**config.mk**
```make
export PLATFORM = sky130hd
export DESIGN_NAME = latch_bank_ctrl_flat
export DESIGN_NICKNAME = d
export VERILOG_FILES = /design/src/rtl/latch_bank_if.sv /design/src/rtl/latch_bank_ctrl.sv /design/src/flat_wrapper.sv
export SDC_FILE = /design/constraint.sdc
export NUM_CORES = 1
export LEC_CHECK = 0
export ABC_AREA = 1
export BUFFER_PORTS_ARGS = -buffer_cell sky130_fd_sc_hd__buf_2
export CORE_ASPECT_RATIO = 0.75
export CORE_MARGIN = 10
export CORE_UTILIZATION = 53
export DETAILED_ROUTE_END_ITERATION = 10
export PLACE_DENSITY = 0.83
export SYNTH_ARGS = -nofsm -noshare
export SYNTH_HDL_FRONTEND = slang
export SYNTH_SLANG_ARGS = --single-unit
```
**constraint.sdc**
```tcl
create_clock -name clk -period 3.49 [get_ports clk]
set_clock_uncertainty 0.2 [all_clocks]
set_input_delay 0.349 -clock clk [delete_from_list [all_inputs] [get_ports clk]]
set_output_delay 0.349 -clock clk [all_outputs]
set_load 0.02 [all_outputs]
```
**src/rtl/latch_bank_if.sv**
```systemverilog
// -----------------------------------------------------------------------------
// latch_bank_if
//   Bundle between two write requesters and the latch bank controller.
//
//   Requester side (master) drives:
//     req[1:0]      write request per requester, held until its ack
//     addr0, addr1  target latch index per requester
//     data0, data1  write data per requester
//     clr           request to reset every latch in the bank
//   Controller side (slave) drives:
//     ack[1:0]      one-cycle completion pulse per requester
//     busy          controller is not idle
//     lat_d         shared data bus to all latch d inputs
//     lat_en        per-latch enable, one-hot or all-zero
//     lat_rstn      shared active-low latch reset
// -----------------------------------------------------------------------------
interface latch_bank_if #(
  parameter int W    = 8,
  parameter int NLAT = 4
);
  localparam int AW = $clog2(NLAT);

  logic [1:0]      req;
  logic [AW-1:0]   addr0;
  logic [AW-1:0]   addr1;
  logic [W-1:0]    data0;
  logic [W-1:0]    data1;
  logic            clr;

  logic [1:0]      ack;
  logic            busy;
  logic [W-1:0]    lat_d;
  logic [NLAT-1:0] lat_en;
  logic            lat_rstn;

  modport master (
    output req, addr0, addr1, data0, data1, clr,
    input  ack, busy, lat_d, lat_en, lat_rstn
  );

  modport slave (
    input  req, addr0, addr1, data0, data1, clr,
    output ack, busy, lat_d, lat_en, lat_rstn
  );
endinterface

```
**src/rtl/latch_bank_ctrl.sv**
```systemverilog
// -----------------------------------------------------------------------------
// latch_bank_ctrl
//   Writes a bank of NLAT level-sensitive latches on behalf of two requesters.
//   A write walks SETUP (data bus settles) -> OPEN (one enable high for
//   OPEN_CYC cycles) -> HOLD (enable closed, data still stable) -> ACK, so the
//   latch data input never moves while its enable is open. A bank clear drives
//   the shared latch reset low for two cycles. Every output is a flop.
//
//   Ports:
//     clk   in   single clock, rising edge
//     rst   in   synchronous active-high reset
//     bus   slave modport of latch_bank_if (requests in, latch controls out)
//
//   Parameters:
//     W         data width of each latch
//     NLAT      latches in the bank (power of two, >= 2)
//     OPEN_CYC  cycles the selected enable stays open (>= 1)
// -----------------------------------------------------------------------------
module latch_bank_ctrl #(
  parameter int W        = 8,
  parameter int NLAT     = 4,
  parameter int OPEN_CYC = 2
) (
  input logic         clk,
  input logic         rst,
  latch_bank_if.slave bus
);

  localparam int AW = $clog2(NLAT);
  // One counter serves both the 2-cycle CLEAR and the OPEN_CYC-cycle OPEN.
  localparam int CW = ($clog2(OPEN_CYC) > 0) ? $clog2(OPEN_CYC) : 1;
  localparam logic [CW-1:0] open_last  = CW'(OPEN_CYC - 1);
  localparam logic [CW-1:0] clear_last = CW'(1);
  localparam logic [NLAT-1:0] en_one   = NLAT'(1);

  // State encoding kept as plain constants for compatibility with older tools.
  localparam logic [2:0] st_clear = 3'd0;
  localparam logic [2:0] st_idle  = 3'd1;
  localparam logic [2:0] st_setup = 3'd2;
  localparam logic [2:0] st_open  = 3'd3;
  localparam logic [2:0] st_hold  = 3'd4;
  localparam logic [2:0] st_ack   = 3'd5;

  logic [2:0]      state;
  logic [CW-1:0]   cnt;
  logic            ptr;        // requester favoured when both request
  logic            gnt;        // requester owning the write in flight
  logic            clr_pend;   // clear seen outside IDLE, served at next IDLE
  logic [AW-1:0]   cap_addr;

  logic [1:0]      ack_q;
  logic            busy_q;
  logic [W-1:0]    lat_d_q;
  logic [NLAT-1:0] lat_en_q;
  logic            lat_rstn_q;

  logic            gnt_c;

  // Round-robin pick: a lone requester wins, a tie goes to the pointer.
  // NOTE: every signal written in always_comb gets a default first; a path
  // that leaves it unassigned would infer a latch.
  always_comb begin
    gnt_c = 1'b0;
    if (bus.req == 2'b11) gnt_c = ptr;
    else if (bus.req[1])  gnt_c = 1'b1;
  end

  // NOTE: state and output registers use non-blocking assignments so every
  // flop samples pre-edge values, independent of statement order.
  always_ff @(posedge clk) begin
    if (rst) begin
      state      <= st_clear;
      cnt        <= '0;
      ptr        <= 1'b0;
      gnt        <= 1'b0;
      clr_pend   <= 1'b0;
      cap_addr   <= '0;
      ack_q      <= 2'b00;
      busy_q     <= 1'b1;
      lat_d_q    <= '0;
      lat_en_q   <= '0;
      lat_rstn_q <= 1'b0;
    end else begin
      ack_q <= 2'b00;

      // Clears arriving while busy collapse into one pending clear.
      if (bus.clr && (state != st_idle)) clr_pend <= 1'b1;

      case (state)
        st_clear: begin
          if (cnt == clear_last) begin
            state      <= st_idle;
            lat_rstn_q <= 1'b1;
            busy_q     <= 1'b0;
          end else begin
            cnt <= cnt + 1'b1;
          end
        end

        st_idle: begin
          if (bus.clr || clr_pend) begin
            state      <= st_clear;
            clr_pend   <= 1'b0;
            cnt        <= '0;
            lat_rstn_q <= 1'b0;
            busy_q     <= 1'b1;
          end else if (bus.req != 2'b00) begin
            // Capture now; the inputs are ignored until the write is acked.
            state    <= st_setup;
            busy_q   <= 1'b1;
            gnt      <= gnt_c;
            ptr      <= ~gnt_c;
            cap_addr <= gnt_c ? bus.addr1 : bus.addr0;
            lat_d_q  <= gnt_c ? bus.data1 : bus.data0;
          end
        end

        st_setup: begin
          state    <= st_open;
          cnt      <= '0;
          lat_en_q <= en_one << cap_addr;
        end

        st_open: begin
          if (cnt == open_last) begin
            state    <= st_hold;
            lat_en_q <= '0;
          end else begin
            cnt <= cnt + 1'b1;
          end
        end

        st_hold: begin
          state <= st_ack;
          ack_q <= gnt ? 2'b10 : 2'b01;
        end

        st_ack: begin
          state  <= st_idle;
          busy_q <= 1'b0;
        end

        default: begin
          // Unreachable encodings recover through a full bank clear.
          state      <= st_clear;
          cnt        <= '0;
          lat_en_q   <= '0;
          lat_rstn_q <= 1'b0;
          busy_q     <= 1'b1;
        end
      endcase
    end
  end

  assign bus.ack      = ack_q;
  assign bus.busy     = busy_q;
  assign bus.lat_d    = lat_d_q;
  assign bus.lat_en   = lat_en_q;
  assign bus.lat_rstn = lat_rstn_q;

endmodule

```
**src/flat_wrapper.sv**
```systemverilog
// flat-port wrapper written by rule: the top's interface ports become plain ports
module latch_bank_ctrl_flat 
#(
  parameter int W        = 8,
  parameter int NLAT     = 4,
  parameter int OPEN_CYC = 2
)
  (clk, rst, bus_req, bus_addr0, bus_addr1, bus_data0, bus_data1, bus_clr, bus_ack, bus_busy, bus_lat_d, bus_lat_en, bus_lat_rstn);
  latch_bank_if #(.W(W), .NLAT(NLAT)) bus_i ();
  input logic clk;
  input logic rst;
  input wire logic [$bits(bus_i.req)-1:0] bus_req;
  input wire logic [$bits(bus_i.addr0)-1:0] bus_addr0;
  input wire logic [$bits(bus_i.addr1)-1:0] bus_addr1;
  input wire logic [$bits(bus_i.data0)-1:0] bus_data0;
  input wire logic [$bits(bus_i.data1)-1:0] bus_data1;
  input wire logic [$bits(bus_i.clr)-1:0] bus_clr;
  output wire logic [$bits(bus_i.ack)-1:0] bus_ack;
  output wire logic [$bits(bus_i.busy)-1:0] bus_busy;
  output wire logic [$bits(bus_i.lat_d)-1:0] bus_lat_d;
  output wire logic [$bits(bus_i.lat_en)-1:0] bus_lat_en;
  output wire logic [$bits(bus_i.lat_rstn)-1:0] bus_lat_rstn;
  assign bus_i.req = bus_req;
  assign bus_i.addr0 = bus_addr0;
  assign bus_i.addr1 = bus_addr1;
  assign bus_i.data0 = bus_data0;
  assign bus_i.data1 = bus_data1;
  assign bus_i.clr = bus_clr;
  assign bus_ack = bus_i.ack;
  assign bus_busy = bus_i.busy;
  assign bus_lat_d = bus_i.lat_d;
  assign bus_lat_en = bus_i.lat_en;
  assign bus_lat_rstn = bus_i.lat_rstn;
  latch_bank_ctrl #(.W(W), .NLAT(NLAT), .OPEN_CYC(OPEN_CYC)) u_core (.clk(clk), .rst(rst), .bus(bus_i));
endmodule
```
* Yosys cells after proc, flatten, opt, wreduce, memory -nomap -nowiden
Cells that the tools add are included.
** Cells by class
- $add $sub $neg :: 1
- Reduce and logical (&&, ||, !) cells :: 16
- Bitwise operators :: 7
- Equality and inequality tests :: 11
- Muxes and demuxes :: 24
- Shifts and indexed selects :: 1
** Operator list (number)
- case mux 3 bit (6 select lines) :: 1
- two-way mux 3 bit :: 4
- case mux 4 bit (3 select lines) :: 1
- AND reduction 3 bit :: 4
- two-way mux 1 bit :: 11
- two-way mux 8 bit :: 1
- OR reduction 4 bit :: 2
- inverter 1 bit :: 7
- == test 3 x 2 -> 1 bit (second input constant) :: 2
- == test 3 bit (second input constant) :: 2
- inequality test 2 x 1 -> 1 bit (second input constant) :: 3
- inequality test 3 x 1 -> 1 bit (second input constant) :: 2
- case mux 1 bit (3 select lines) :: 2
- OR reduction 2 bit :: 3
- two-way mux 2 bit :: 2
- two-way mux 4 bit :: 1
- case mux 1 bit (4 select lines) :: 1
- AND reduction 2 bit :: 2
- left shift 1 x 2 -> 4 bit (first input constant) :: 1
- == test 3 x 1 -> 1 bit (second input constant) :: 1
- zero test 3 bit :: 1
- OR reduction 3 bit :: 1
- == test 2 bit (second input constant) :: 1
- nonzero test 2 bit :: 1
- 3 further kinds :: 3
** Storage, ports and cells
- Output and inout port bits :: 16
- Word-level logic and storage cells :: 71
- Flip-flop bits (word level) :: 25
- Input port bits :: 25

* Depth between registers and ports, before layout
Gate-level depths: netlist of run 1.
- Word-level depth :: 5
- Depth in mapped cells :: 8
- Mapped depth without buffers :: 8

* Worst setup path before layout of run 1
No wires, ideal clock.
- Path kind :: input to register
- From :: in bus_clr
- To :: reg u_core.lat_d_q[0], in the netlist u_core.bus.lat_d[0]
- Arrival :: 1.146 ns
- Data required time :: 3.151 ns
- Library setup time :: 0.139 ns
- Stages on the path :: 7
- Path buffers :: 1
- Path slack :: 2.005 ns
- Path through :: nor2_1 -> nand3_4 -> nor2_4 -> inv_2 -> buf_2 -> nand2_1 -> a21oi_2
** On the way
- Word-level cells in the longest chain between the ends :: 3
** Ends and longest elaborated chain
- start, declared :: RTL line flat_wrapper.sv:17 : input wire logic [$bits(bus_i.clr)-1:0] bus_clr;
- logical OR 1 bit :: RTL line latch_bank_ctrl.sv:101 : if (bus.clr || clr_pend) begin
- inverter 1 bit (no line)
- AND reduction 3 bit (no line)
- end signal, assigned :: RTL line latch_bank_ctrl.sv:114 : lat_d_q <= gnt_c ? bus.data1 : bus.data0;
- end, declared :: RTL line latch_bank_ctrl.sv:53 : logic [W-1:0] lat_d_q;
Every way passes these cells.
A chain may end at the register's enable or synchronous reset.

* Worst setup path in the final report of run 1
- From :: reg u_core.state[0]
- To :: reg u_core.lat_d_q[0], in the netlist u_core.bus.lat_d[0]
** On the way
- Word-level cells in the longest chain between the ends :: 2
** Ends and longest elaborated chain
- start, declared :: RTL line latch_bank_ctrl.sv:44 : logic [2:0] state;
- start signal, assigned :: RTL line latch_bank_ctrl.sv:72 : state <= st_clear;
- start signal, assigned :: RTL line latch_bank_ctrl.sv:92 : state <= st_idle;
- start signal, assigned :: RTL line latch_bank_ctrl.sv:102 : state <= st_clear;
- == test 3 x 1 -> 1 bit :: RTL line latch_bank_ctrl.sv:89 : case (state)
- AND reduction 3 bit (no line)
Every way passes these cells.

==> impl_results.md, run 1 <==
* Worst flop-to-flop path endpoint: u_core.bus.lat_d[0]
* Fillers at roughly 220
* Routed Antenna Nets at 0
* R2r startpoint: u_core.state[0]
* Post-Syn Area at about 1200 µm²
* Core Box Area at ~2300 µm²
* Syn-to-layout area delta at 18.4%
* GRT overflow at 0
* Die Height at 62.0 µm
* Post-DP HPWL at 2330 µm
* Clk sinks at 25
* Non-filler instance count after layout at 251
* Worst Setup SP: u_core.state[0]
* Initial antenna violation count at 0
* DIE WIDTH at between 70 and 80 µm
* Worst Path Arrival at ~1.8 ns
* Final Hold Fails at 0
* H-tree depth at 1
* Power Internal at 400 µW
* Comb pwr share at between 20% and 30%
* CTS Hold Bufs at 0
* Post-route DRC at 0
* Critical Setup Path Class: reg -> reg
* Clock Tree Root: clkbuf_4
* Placed Area at between 1000 and 1500 µm²
* Wire per inst at 11.8 µm
* Static leakage at 0.712 nW
* Max IR drop VDD at 0.000222 V
* Via count at roughly 1,200
* Global-route wire length before repair at 4950 µm
* Reg2reg setup slack at ~1.7 ns
* I/O pins at 41
* Vias in the first global route at 1,179
* Post-CTS Setup Bufs at 0
* # Max-Cap Violations at 0
* Register share of total power at 53.3%
* TNS Setup at 0 ns
* Area of the multi-input gates at approximately 640 µm²
* Hold path depth at 5
* Cell area after layout at approximately 1500 µm²
* Slew Viols, Final at 0
* Syn Area/Cell at approximately 6.9 µm²
* Diode count at 0
* Unique masters post-synth at 20
* Cells after Synth at about 180
* CTS Buf Count at 3
* Seq cells post-synth at 25
* Reg area at about 500 µm²
* Vias/cell at 4.80
* Clock tree from TritonCTS: built
* Drt pass-1 iters at 4
* Hold Startpoint: bus_data0[5]
* Worst path required time at ~3.5 ns
* Starting Density at about 55%
* Slew Limit Headroom at about two thirds
* Share of layout cells above drive strength 1 at 29.0%
* Peak Freq at roughly 570 MHz
* Post-layout min period at around 1.8 ns
* Endpoints failing setup at 0
* RSZ-0062 raised after global routing: no
* Worst min path class: in -> reg
* Clk network pwr share at around 22%
* Count of input and output buffers at 40
* Synth warn at 0
* Detailed Route WL at ~3000 µm
* Worst Hold Path EP: u_core.bus.lat_d[5]
* Cell count after placement at ~250
* GRT Resource Usage Total at 12.6%
* Final Wtd Congestion at between 0.8 and 0.9
* Die area at around 4700 µm²
* PostCTS Resize Cnt at 0
* Worst Tran Pin Value at 0.492 ns
* Maximum fanout along the worst path at 12
* Switching fraction of total power at roughly a third
* Max Root-Sink Buffers at 2
* Setup crit start kind: flip-flop
* Period Utilization, post-route at between 50% and 60%
* Critical path capture point type: flip-flop
* Syn_nets at between 200 and 250
* DRT iter0 DRCs at 72
* Post-synthesis sequential area ratio at around 40%
* Status: completed
* Switching pwr at about 200 µW
* Worst-Skew Late Latency at 0.33 ns
* Pwr dens at 404 nW/µm²
* Num rows at 15
* Final net count at roughly 240
* Pin count of the biggest net entering global routing at 24
* R2R depth at 7
* CTS clk-pin slew, worst paths at ~0.15 ns
==> kinds of logic after synthesis <==
group | after synthesis | share of synthesized area [%]
AND/OR/NAND/NOR | 112 | 40.4
flip-flops | 25 | 40.2
buffers and inverters | 25 | 8.64
AO/OA/AOI/OAI | 19 | 10.8
==> state kept, by name, indices dropped and copies added (netlist names) <==
name / flops
u_core.gnt: 1
u_core.bus.lat_rstn: 1
u_core.bus.lat_en: 4
u_core.state: 3
u_core.clr_pend: 1
u_core.cnt: 1
u_core.bus.busy: 1
u_core.bus.lat_d: 8
u_core.ptr: 1
u_core.cap_addr: 2
u_core.bus.ack: 2
==> routing by layer <==
| layer | vias to the layer above | track usage (%) | wire (µm) |
|---|---|---|---|
| met5 | - | 0 | 0 |
| met4 | 0 | 4.03 | 19 |
| met1 | 523 | 14.1 | 1380 |
| met3 | 4 | 5.75 | 210 |
| met2 | 30 | 21.3 | 1340 |
| li1 | 649 | - | - |
==> cell type report <==
class | instances | area share (%)
well taps | 34 | 2.89
multi-input cells | 131 | 43.2
inverters | 17 | 4.33
clock inverters | 1 | 0.509
repair buffers | 40 | 13.6
clock buffers | 3 | 1.53
flip-flops and latches | 25 | 34.0
==> worst max-delay path by stage <==
stage,end,slack (ns),cells past startpoint
final,u_core.bus.lat_d[0],1.73,7
after global routing,u_core.cap_addr[1],1.60,7
after CTS,u_core.cap_addr[1],1.73,7
after detailed placement,u_core.cap_addr[0],1.62,7
after global placement,u_core.bus.lat_d[1],1.69,7
after floorplan,u_core.bus.lat_d[0],2.00,7
==> cell usage in the layout, fill, tap and decap left out <==
cell type,instances
nand2_1,61
buf_2,40
nand3_1,28
dfxtp_1,25
inv_1,15
nor2_1,12
a21oi_2,10
a21oi_1,8
nand2_2,4
clkbuf_4,3
inv_2,2
nor2_4,2
nor3_1,2
nand3_4,1
nand4_1,1
nor3b_1,1
a31oi_1,1
clkinvlp_4,1
==> per-stage QoR <==
stage	setup slack, ns	hold slack [ns]	utilization [%]	power, mW
after CTS	1.73	0.144	64.9	0.600
after global placement	1.69	0.242	63.6	0.465
after floorplan	2.00	0.216	-	0.430
after detailed placement	1.62	0.242	63.6	0.468
after global routing	1.60	0.154	64.9	0.633
final	1.73	0.147	64.9	0.596
==> critical path: stages, from the launching register on <==
cell and delay [ns]:
dfxtp_1 0.49, inv_2 0.07, nor2_4 0.11, nand3_4 0.10, nor2_4 0.30, inv_2 0.18, nand2_1 0.11, a21oi_2 0.05
==> cells in the mapped netlist <==
library cell | count | area share, %
clkbuf_1 | 2 | 0.60
buf_4 | 1 | 0.60
nand3_4 | 1 | 1.4
buf_1 | 2 | 0.60
nand4_1 | 1 | 0.50
inv_1 | 15 | 4.5
a31oi_1 | 1 | 0.50
nand3_1 | 28 | 11
nor3_1 | 2 | 0.80
nor2_4 | 2 | 1.8
inv_2 | 2 | 0.60
nand2_2 | 4 | 2.0
buf_6 | 1 | 0.90
nand2_1 | 61 | 18
a21oi_1 | 8 | 3.2
nor2_1 | 12 | 3.6
dfxtp_1 | 25 | 40
a21oi_2 | 10 | 7.0
buf_2 | 2 | 0.80
nor3b_1 | 1 | 0.60
==> power by group through the flow <==
| stage | Sequential [mW] | Clock, mW | Combinational, mW |
|---|---|---|---|
| 3_3_place_gp | 0.323 | 0 | 0.142 |
| 6_report | 0.318 | 0.133 | 0.145 |
| 3_5_place_dp | 0.323 | 0 | 0.145 |
| 2_1_floorplan | 0.332 | 0 | 0.0975 |
| 5_1_grt | 0.321 | 0.147 | 0.165 |
| 4_1_cts | 0.317 | 0.138 | 0.145 |
Note: power is estimated with default switching activity, not from simulation.
==> run 2: changes to the inputs <==
--- a/config.mk
+++ b/config.mk
@@ -5,13 +5,13 @@
 export SDC_FILE = /design/constraint.sdc
 export NUM_CORES = 1
 export LEC_CHECK = 0
-export ABC_AREA = 1
+export ABC_AREA = 0
 export BUFFER_PORTS_ARGS = -buffer_cell sky130_fd_sc_hd__buf_2
 export CORE_ASPECT_RATIO = 0.75
 export CORE_MARGIN = 10
-export CORE_UTILIZATION = 53
+export CORE_UTILIZATION = 48
 export DETAILED_ROUTE_END_ITERATION = 10
-export PLACE_DENSITY = 0.83
+export PLACE_DENSITY = 0.78
 export SYNTH_ARGS = -nofsm -noshare
 export SYNTH_HDL_FRONTEND = slang
 export SYNTH_SLANG_ARGS = --single-unit
==> constraint.sdc (replaced) <==
create_clock -name clk -period 1.75 [get_ports clk]
set_clock_uncertainty 0.2 [all_clocks]
set_input_delay 0.175 -clock clk [delete_from_list [all_inputs] [get_ports clk]]
set_output_delay 0.175 -clock clk [all_outputs]
set_load 0.02 [all_outputs]
==> impl_results.md, run 2 <==
* Worst flop-to-flop path endpoint: u_core.bus.lat_d[1] (was u_core.bus.lat_d[0])
* Register share of total power at 42.8% (was 53.3%)
* Most common cell after layout, fill and taps aside: buf_2 (was nand2_1)
* Post-synth top area share at 44.0% (was 40.2%)
* Clk sinks at 25 (unchanged)
* Endpoints failing setup at 0 (unchanged)
* I/O pins at 41 (unchanged)
* Worst Tran Pin Value at 0.823 ns (was 0.492 ns)
* CTS Buf Count at 3 (unchanged)
* Clock Tree Root: clkbuf_4 (unchanged)
* Final net count at 220 (was 243)
* Max Root-Sink Buffers at 2 (unchanged)
* Worst setup endpoint: u_core.bus.lat_d[1] (was u_core.bus.lat_d[0])
* Seq cells post-synth at 25 (unchanged)
* Final Wtd Congestion at 0.876 (was 0.887)
* Most frequent cell after synthesis: dfxtp_1 (was nand2_1)
* Reg2reg setup slack at 0.07 ns (was 1.73 ns)
* Detailed Route WL at 3560 µm (was 2950 µm)
* Crit-path cells: a21boi_1, a22oi_1, o32ai_1 (was inv_2, nor2_4, nand3_4, nor2_4, inv_2, nand2_1, a21oi_2)
* Synth warn at 0 (unchanged)
* Worst Setup SP: u_core.ptr (was u_core.state[0])
* Cells after Synth at 126 (was 181)
* Switching pwr at 666 µW (was 196 µW)
* Final Core Density at 73.9% (was 64.9%)
* EDFF count, synth at 0 (unchanged)
* Slew Viols, Final at 0 (unchanged)
* Status: completed (unchanged)
* Largest register FFs at 8 (unchanged)
* R2R depth at 3 (was 7)
* Comb pwr share at 42.4% (was 24.3%)
* Core Box Area at 2270 µm² (unchanged)
* DRT iter0 DRCs at 162 (was 72)
* Pwr dens at 1050 nW/µm² (was 404 nW/µm²)
* Vias in the first global route at 1,321 (was 1,179)
* Routed Antenna Nets at 0 (unchanged)
* RSZ-0062 raised after global routing: no (unchanged)
* Switching fraction of total power at 37.6% (was 33.0%)
* Top cells by area, synth: dfxtp_1 44%, a22oi_1 9.2%, o32ai_1 7.7% (was dfxtp_1 40%, nand2_1 18%, nand3_1 11%)
* Fillers at 155 (was 222)
* Top cells by count, synth: 25 x dfxtp_1, 15 x inv_1, 14 x a22oi_1 (was 61 x nand2_1, 28 x nand3_1, 25 x dfxtp_1)
* Reg area at 502 µm² (was 500 µm²)
* Slowest-stage cell, CP: a21boi_1 (was dfxtp_1)
* Buffers and inverters on the worst path at 0 (was 2)
* Critical path capture point type: flip-flop (unchanged)
* Metal-1 WL at 1380 µm (about the same)
* Final Hold Fails at 0 (unchanged)
* CTS clk-pin slew, worst paths at 0.13 ns (was 0.15 ns)
* Initial antenna violation count at 1 (was 0)
* Starting Density at 50.1% (was 54.8%)
* DIE WIDTH at 76.2 µm (was 76.0 µm)
* GRT overflow at 0 (unchanged)
* Peak Freq at 595 MHz (was 569 MHz)
* WP depth at 3 (was 7)
* R2r startpoint: u_core.ptr (was u_core.state[0])
* Top delay family on crit path: compound AO/OA/AOI/OAI gates (was simple AND/OR/NAND/NOR gates)
* Period Utilization, post-route at 96.1% (was 50.4%)
* Drt pass-1 iters at 4 (unchanged)
* Share of layout cells above drive strength 1 at 30.9% (was 29.0%)
* Slew Limit Headroom at 45.0% (was 67.2%)
* Power Internal at 1.10 mW (was 400 µW)
* Post-layout min period at 1.68 ns (was 1.76 ns)
* Clk network pwr share at 14.7% (was 22.4%)
* Post-CTS Setup Bufs at 0 (unchanged)
* Max Used Layer: met4 (unchanged)
* Num rows at 15 (unchanged)
* Die area at 4740 µm² (was 4710 µm²)
* Static leakage at 0.705 nW (was 0.712 nW)
* Worst min path class: in -> reg (unchanged)
* CP peak stage delay at 0.63 ns (was 0.49 ns)
* Cell accounting for the most synthesized area: dfxtp_1 (unchanged)
* Die Height at 62.2 µm (was 62.0 µm)
* Global-route wire length before repair at 6040 µm (was 4950 µm)
* TNS Setup at 0 ns (unchanged)
* Worst path required time at 1.79 ns (was 3.49 ns)
* Area of the multi-input gates at 549 µm² (was 637 µm²)
* Pin count of the biggest net entering global routing at 18 (was 24)
* Maximum fanout along the worst path at 10 (was 12)
* Synth Flop Type: dfxtp_1 (unchanged)
* Worst Path Arrival at 1.72 ns (was 1.76 ns)
* Post-route DRC at 0 (unchanged)
* Post-Syn Area at 1140 µm² (was 1240 µm²)
* Setup crit start kind: flip-flop (unchanged)
* # Max-Cap Violations at 0 (unchanged)
* Vias/cell at 5.41 (was 4.80)
* WL met2 at 1790 µm (was 1340 µm)
* Wire per inst at 15.5 µm (was 11.8 µm)
* Via count at 1,240 (was 1,206)
* Syn-to-layout area delta at 47.6% (was 18.4%)
* Synth async-reset ratio at 0% (unchanged)
* Post-DP HPWL at 2380 µm (was 2330 µm)
* Post-synthesis sequential area ratio at 44.0% (was 40.2%)
* Critical Setup Path Class: reg -> reg (unchanged)
* Max IR drop VDD at 0.000611 V (was 0.000222 V)
* Unique masters post-synth at 38 (was 20)
* H-tree depth at 1 (unchanged)
* Syn Area/Cell at 9.03 µm² (was 6.88 µm²)
* Count of input and output buffers at 40 (unchanged)
* Most frequent cells in the layout: 40 x buf_2, 24 x dlygate4sd3_1, 24 x dfxtp_1, 15 x inv_1, 14 x a22oi_1 (was 61 x nand2_1, 40 x buf_2, 28 x nand3_1, 25 x dfxtp_1, 15 x inv_1)
* Clock tree from TritonCTS: built (unchanged)
* Syn_nets at 151 (was 206)
* GRT Resource Usage Total at 15.1% (was 12.6%)
* Worst-Skew Late Latency at 0.32 ns (was 0.33 ns)
* Met3 wire length at 213 µm (was 210 µm)
run 2: how the worst min path moves through the flow:
stage | cells past startpoint | to | slack, ns | from
2_1_floorplan | 2 | u_core.ptr | 0.15 | bus_req[0]
3_3_place_gp | 3 | u_core.bus.lat_d[6] | 0.24 | bus_data1[6]
3_5_place_dp | 3 | u_core.bus.lat_d[3] | 0.24 | bus_data1[3]
4_1_cts | 3 | u_core.bus.busy | 0.04 | bus_req[1]
5_1_grt | 3 | u_core.bus.busy | 0.06 | bus_req[1]
6_report | 3 | u_core.bus.busy | 0.05 | bus_req[1]
run 2: layout make-up:
cell class	instances	area share, %
Timing Repair Buffer	72	29.8
Clock buffer	4	1.56
Inverter	15	3.35
Multi-Input combinational cell	78	32.7
Antenna cell	1	0.149
Tap cell	34	2.53
Sequential cell	25	29.9
run 2: logic make-up after synthesis:
kind of cell	share of synthesized area [%]
AOI/OAI and AO/OA	28.9
and+or+nand+nor	16.3
DFF	44.0
buffers and inverters	8.36
xor gates and xnor gates	1.54
muxes	0.880
run 2: stage by stage:
step                      worst slack [ns]  total power [mW]  hold slack (ns)  instances  cell area (µm²)
final                               0.0687              1.77           0.0502        229             1680
after global routing               0.00615              1.91           0.0624        229             1680
after CTS                           0.0567              1.77           0.0420        228             1670
after detailed placement             0.106              1.46            0.245        200             1400
after global placement               0.165              1.44            0.240        200             1400
after floorplan                      0.246              1.24            0.145        126             1140
run 2: repair_timing:
item | CTS | global route
endpoints found under the hold margin | 14 | 0
endpoints found under the setup margin | 0 | 13
resized for setup | 0 | 3
hold buffers | 24 | 0
run 2: tightest hold or removal path, delay by kind of cell:
kind / cells / cell delay [ns]
mux: 1 / 0.12
buf+inv: 1 / 0.13
compound gates: 1 / 0.12
run 2: power groups by stage:
stage	logic (mW)	registers, mW	clock network (mW)
floorplan	0.454	0.789	0
global placement	0.681	0.759	0
detailed placement	0.692	0.768	0
CTS	0.739	0.754	0.273
global route	0.836	0.773	0.298
finish	0.752	0.758	0.261
run 2: per-layer routing:
layer | vias up | global-route usage, %
li1 | 601 | -
met1 | 567 | 16.1
met2 | 55 | 25.1
met3 | 17 | 4.74
met4 | 0 | 9.95
met5 | - | 0
==> run 3: changes to the inputs <==
--- a/config.mk
+++ b/config.mk
@@ -9,9 +9,9 @@
 export BUFFER_PORTS_ARGS = -buffer_cell sky130_fd_sc_hd__buf_2
 export CORE_ASPECT_RATIO = 0.75
 export CORE_MARGIN = 10
-export CORE_UTILIZATION = 48
+export CORE_UTILIZATION = 45
 export DETAILED_ROUTE_END_ITERATION = 10
-export PLACE_DENSITY = 0.78
+export PLACE_DENSITY = 0.74
 export SYNTH_ARGS = -nofsm -noshare
 export SYNTH_HDL_FRONTEND = slang
 export SYNTH_SLANG_ARGS = --single-unit
==> impl_results.md, run 3 (synthesis results as in run 2) <==
* R2R depth at 3 (unchanged)
* Pin count of the biggest net entering global routing at 15 (was 18)
* Num rows at 15 (unchanged)
* Worst Hold Path EP: u_core.ptr (was u_core.bus.busy)
* Post-CTS Setup Bufs at 0 (unchanged)
* Setup crit start kind: flip-flop (unchanged)
* Die Height at 63.5 µm (was 62.2 µm)
* Initial antenna violation count at 0 (was 1)
* Status: completed (unchanged)
* Post-route DRC at 0 (unchanged)
* # Max-Cap Violations at 0 (unchanged)
* Max Root-Sink Buffers at 2 (unchanged)
* Core Box Area at 2350 µm² (was 2270 µm²)
* Final Wtd Congestion at 0.946 (was 0.876)
* Final Hold Fails at 0 (unchanged)
* Worst min path class: in -> reg (unchanged)
* Most common cell after layout, fill and taps aside: buf_2 (unchanged)
* Diode count at 0 (was 1)
* RSZ-0062 raised after global routing: no (unchanged)
* Global-route wire length before repair at 6050 µm (was 6040 µm)
* CTS Buf Count at 3 (unchanged)
* Cell area after layout at 1650 µm² (was 1680 µm²)
* Vias/cell at 5.41 (about the same)
* Worst Tran Pin Value at 0.803 ns (was 0.823 ns)
* Critical path capture point type: flip-flop (unchanged)
* CTS clk-pin slew, worst paths at 0.14 ns (was 0.13 ns)
* R2r startpoint: u_core.ptr (unchanged)
* Vias in the first global route at 1,297 (was 1,321)
* Drt pass-1 iters at 4 (unchanged)
* GRT Resource Usage Total at 14.8% (was 15.1%)
* Maximum fanout along the worst path at 10 (unchanged)
* Placed Area at 1390 µm² (was 1400 µm²)
* Clock Tree Root: clkbuf_4 (unchanged)
* Endpoints failing setup at 0 (unchanged)
* TNS Setup at 0 ns (unchanged)
* Fillers at 190 (was 155)
* Slowest-stage cell, CP: a21boi_1 (unchanged)
* Starting Density at 48.5% (was 50.1%)
* Worst flop-to-flop path endpoint: u_core.bus.lat_d[5] (was u_core.bus.lat_d[1])
* Wire per inst at 16.0 µm (was 15.5 µm)
* DIE WIDTH at 78.1 µm (was 76.2 µm)
* Syn-to-layout area delta at 45.4% (was 47.6%)
* Slew Limit Headroom at 46.4% (was 45.0%)
* DRT iter0 DRCs at 68 (was 162)
* Period Utilization, post-route at 94.9% (was 96.1%)
* CP peak stage delay at 0.62 ns (was 0.63 ns)
* H-tree depth at 1 (unchanged)
* Clock tree from TritonCTS: built (unchanged)
* Clk sinks at 25 (unchanged)
* Slew Viols, Final at 0 (unchanged)
* Critical Setup Path Class: reg -> reg (unchanged)
* Worst path required time at 1.79 ns (about the same)
* Reg2reg setup slack at 0.09 ns (was 0.07 ns)
* Share of layout cells above drive strength 1 at 30.7% (was 30.9%)
* Pwr dens at 1070 nW/µm² (was 1050 nW/µm²)
* GRT overflow at 0 (unchanged)
* Max IR drop VDD at 0.000845 V (was 0.000611 V)
* Largest register FFs at 8 (unchanged)
* Peak Freq at 602 MHz (was 595 MHz)
* Post-layout min period at 1.66 ns (was 1.68 ns)
* Final net count at 218 (was 220)
* Overall Power at 1.76 mW (was 1.77 mW)
* Non-filler instance count after layout at 226 (was 229)
* Worst Path Arrival at 1.70 ns (was 1.72 ns)
* Static leakage at 0.697 nW (was 0.705 nW)
* Worst-Skew Late Latency at 0.33 ns (was 0.32 ns)
* Detailed Route WL at 3630 µm (was 3560 µm)
* Crit-path cells: a21boi_1, a22oi_1, o32ai_1 (unchanged)
* Hold path depth at 3 (unchanged)
* Die area at 4960 µm² (was 4740 µm²)
* Cell count after placement at 199 (was 200)
* I/O pins at 41 (unchanged)
* Routed Antenna Nets at 0 (unchanged)
* Most frequent cells in the layout: 40 x buf_2, 24 x dfxtp_1, 23 x dlygate4sd3_1, 15 x inv_1, 14 x a22oi_1 (was 40 x buf_2, 24 x dlygate4sd3_1, 24 x dfxtp_1, 15 x inv_1, 14 x a22oi_1)
* Via count at 1,223 (was 1,240)
* Hold Startpoint: bus_req[1] (unchanged)
* Post-DP HPWL at 2580 µm (was 2380 µm)
* Count of input and output buffers at 40 (unchanged)
[run 3: power breakdown]
part           leakage, nW  internal [mW]  switching, mW  total [mW]
Clock               0.0150         0.0896          0.182       0.272
Sequential           0.204          0.666         0.0943       0.760
Combinational        0.478          0.330          0.402       0.732
Total                0.697           1.09          0.678        1.76
[run 3: metal layers]
| metal | vias to the layer above | part of all wire [%] | routed length [µm] | track usage [%] |
|---|---|---|---|---|
| li1 | 592 | - | - | - |
| met4 | 0 | 2.0 | 71 | 4.24 |
| met2 | 40 | 51 | 1870 | 28.1 |
| met5 | - | 0 | 0 | 0 |
| met1 | 581 | 39 | 1430 | 14.5 |
| met3 | 10 | 7.1 | 259 | 5.67 |
[run 3: how the worst max path moves through the flow]
stage / to / start / cells past startpoint / slack, ns
after floorplan: u_core.bus.lat_d[0] / u_core.state[0] / 5 / 0.25
after global placement: u_core.state[1] / u_core.state[1] / 4 / 0.12
after detailed placement: u_core.state[1] / u_core.state[1] / 4 / 0.09
after CTS: u_core.bus.lat_d[6] / bus_clr / 6 / 0.05
after global routing: u_core.state[1] / u_core.state[0] / 5 / 0.007
final: u_core.bus.lat_d[5] / u_core.ptr / 3 / 0.09
[run 3: metrics by stage]
stage               hold slack (ns)  worst slack [ns]  util (%)
global placement              0.241             0.118      59.4
finish                       0.0144            0.0886      70.5
global route                 0.0167           0.00720      70.5
CTS                          0.0191            0.0543      70.3
detailed placement            0.245            0.0926      59.4
floorplan                     0.145             0.246         -
[run 3: cell type report]
class / instances / area, µm² / area share [%]
clock buffer: 4 / 26.3 / 1.59
sequential: 25 / 502 / 30.3
inverter: 15 / 56.3 / 3.40
multi-input combinational: 78 / 544 / 32.9
tap: 34 / 42.5 / 2.57
timing repair buffer: 70 / 483 / 29.2
[run 3: what timing repair did]
action,CTS,global route
hold buffers,23,0
endpoints found under the setup margin,0,10
endpoints found under the hold margin,15,0
resized for setup,0,2
[run 3: worst max-delay path, delay by kind of cell, from the launching register on]
kind | cells | cell delay, ns
compound gates | 3 | 1.00
flops | 1 | 0.36
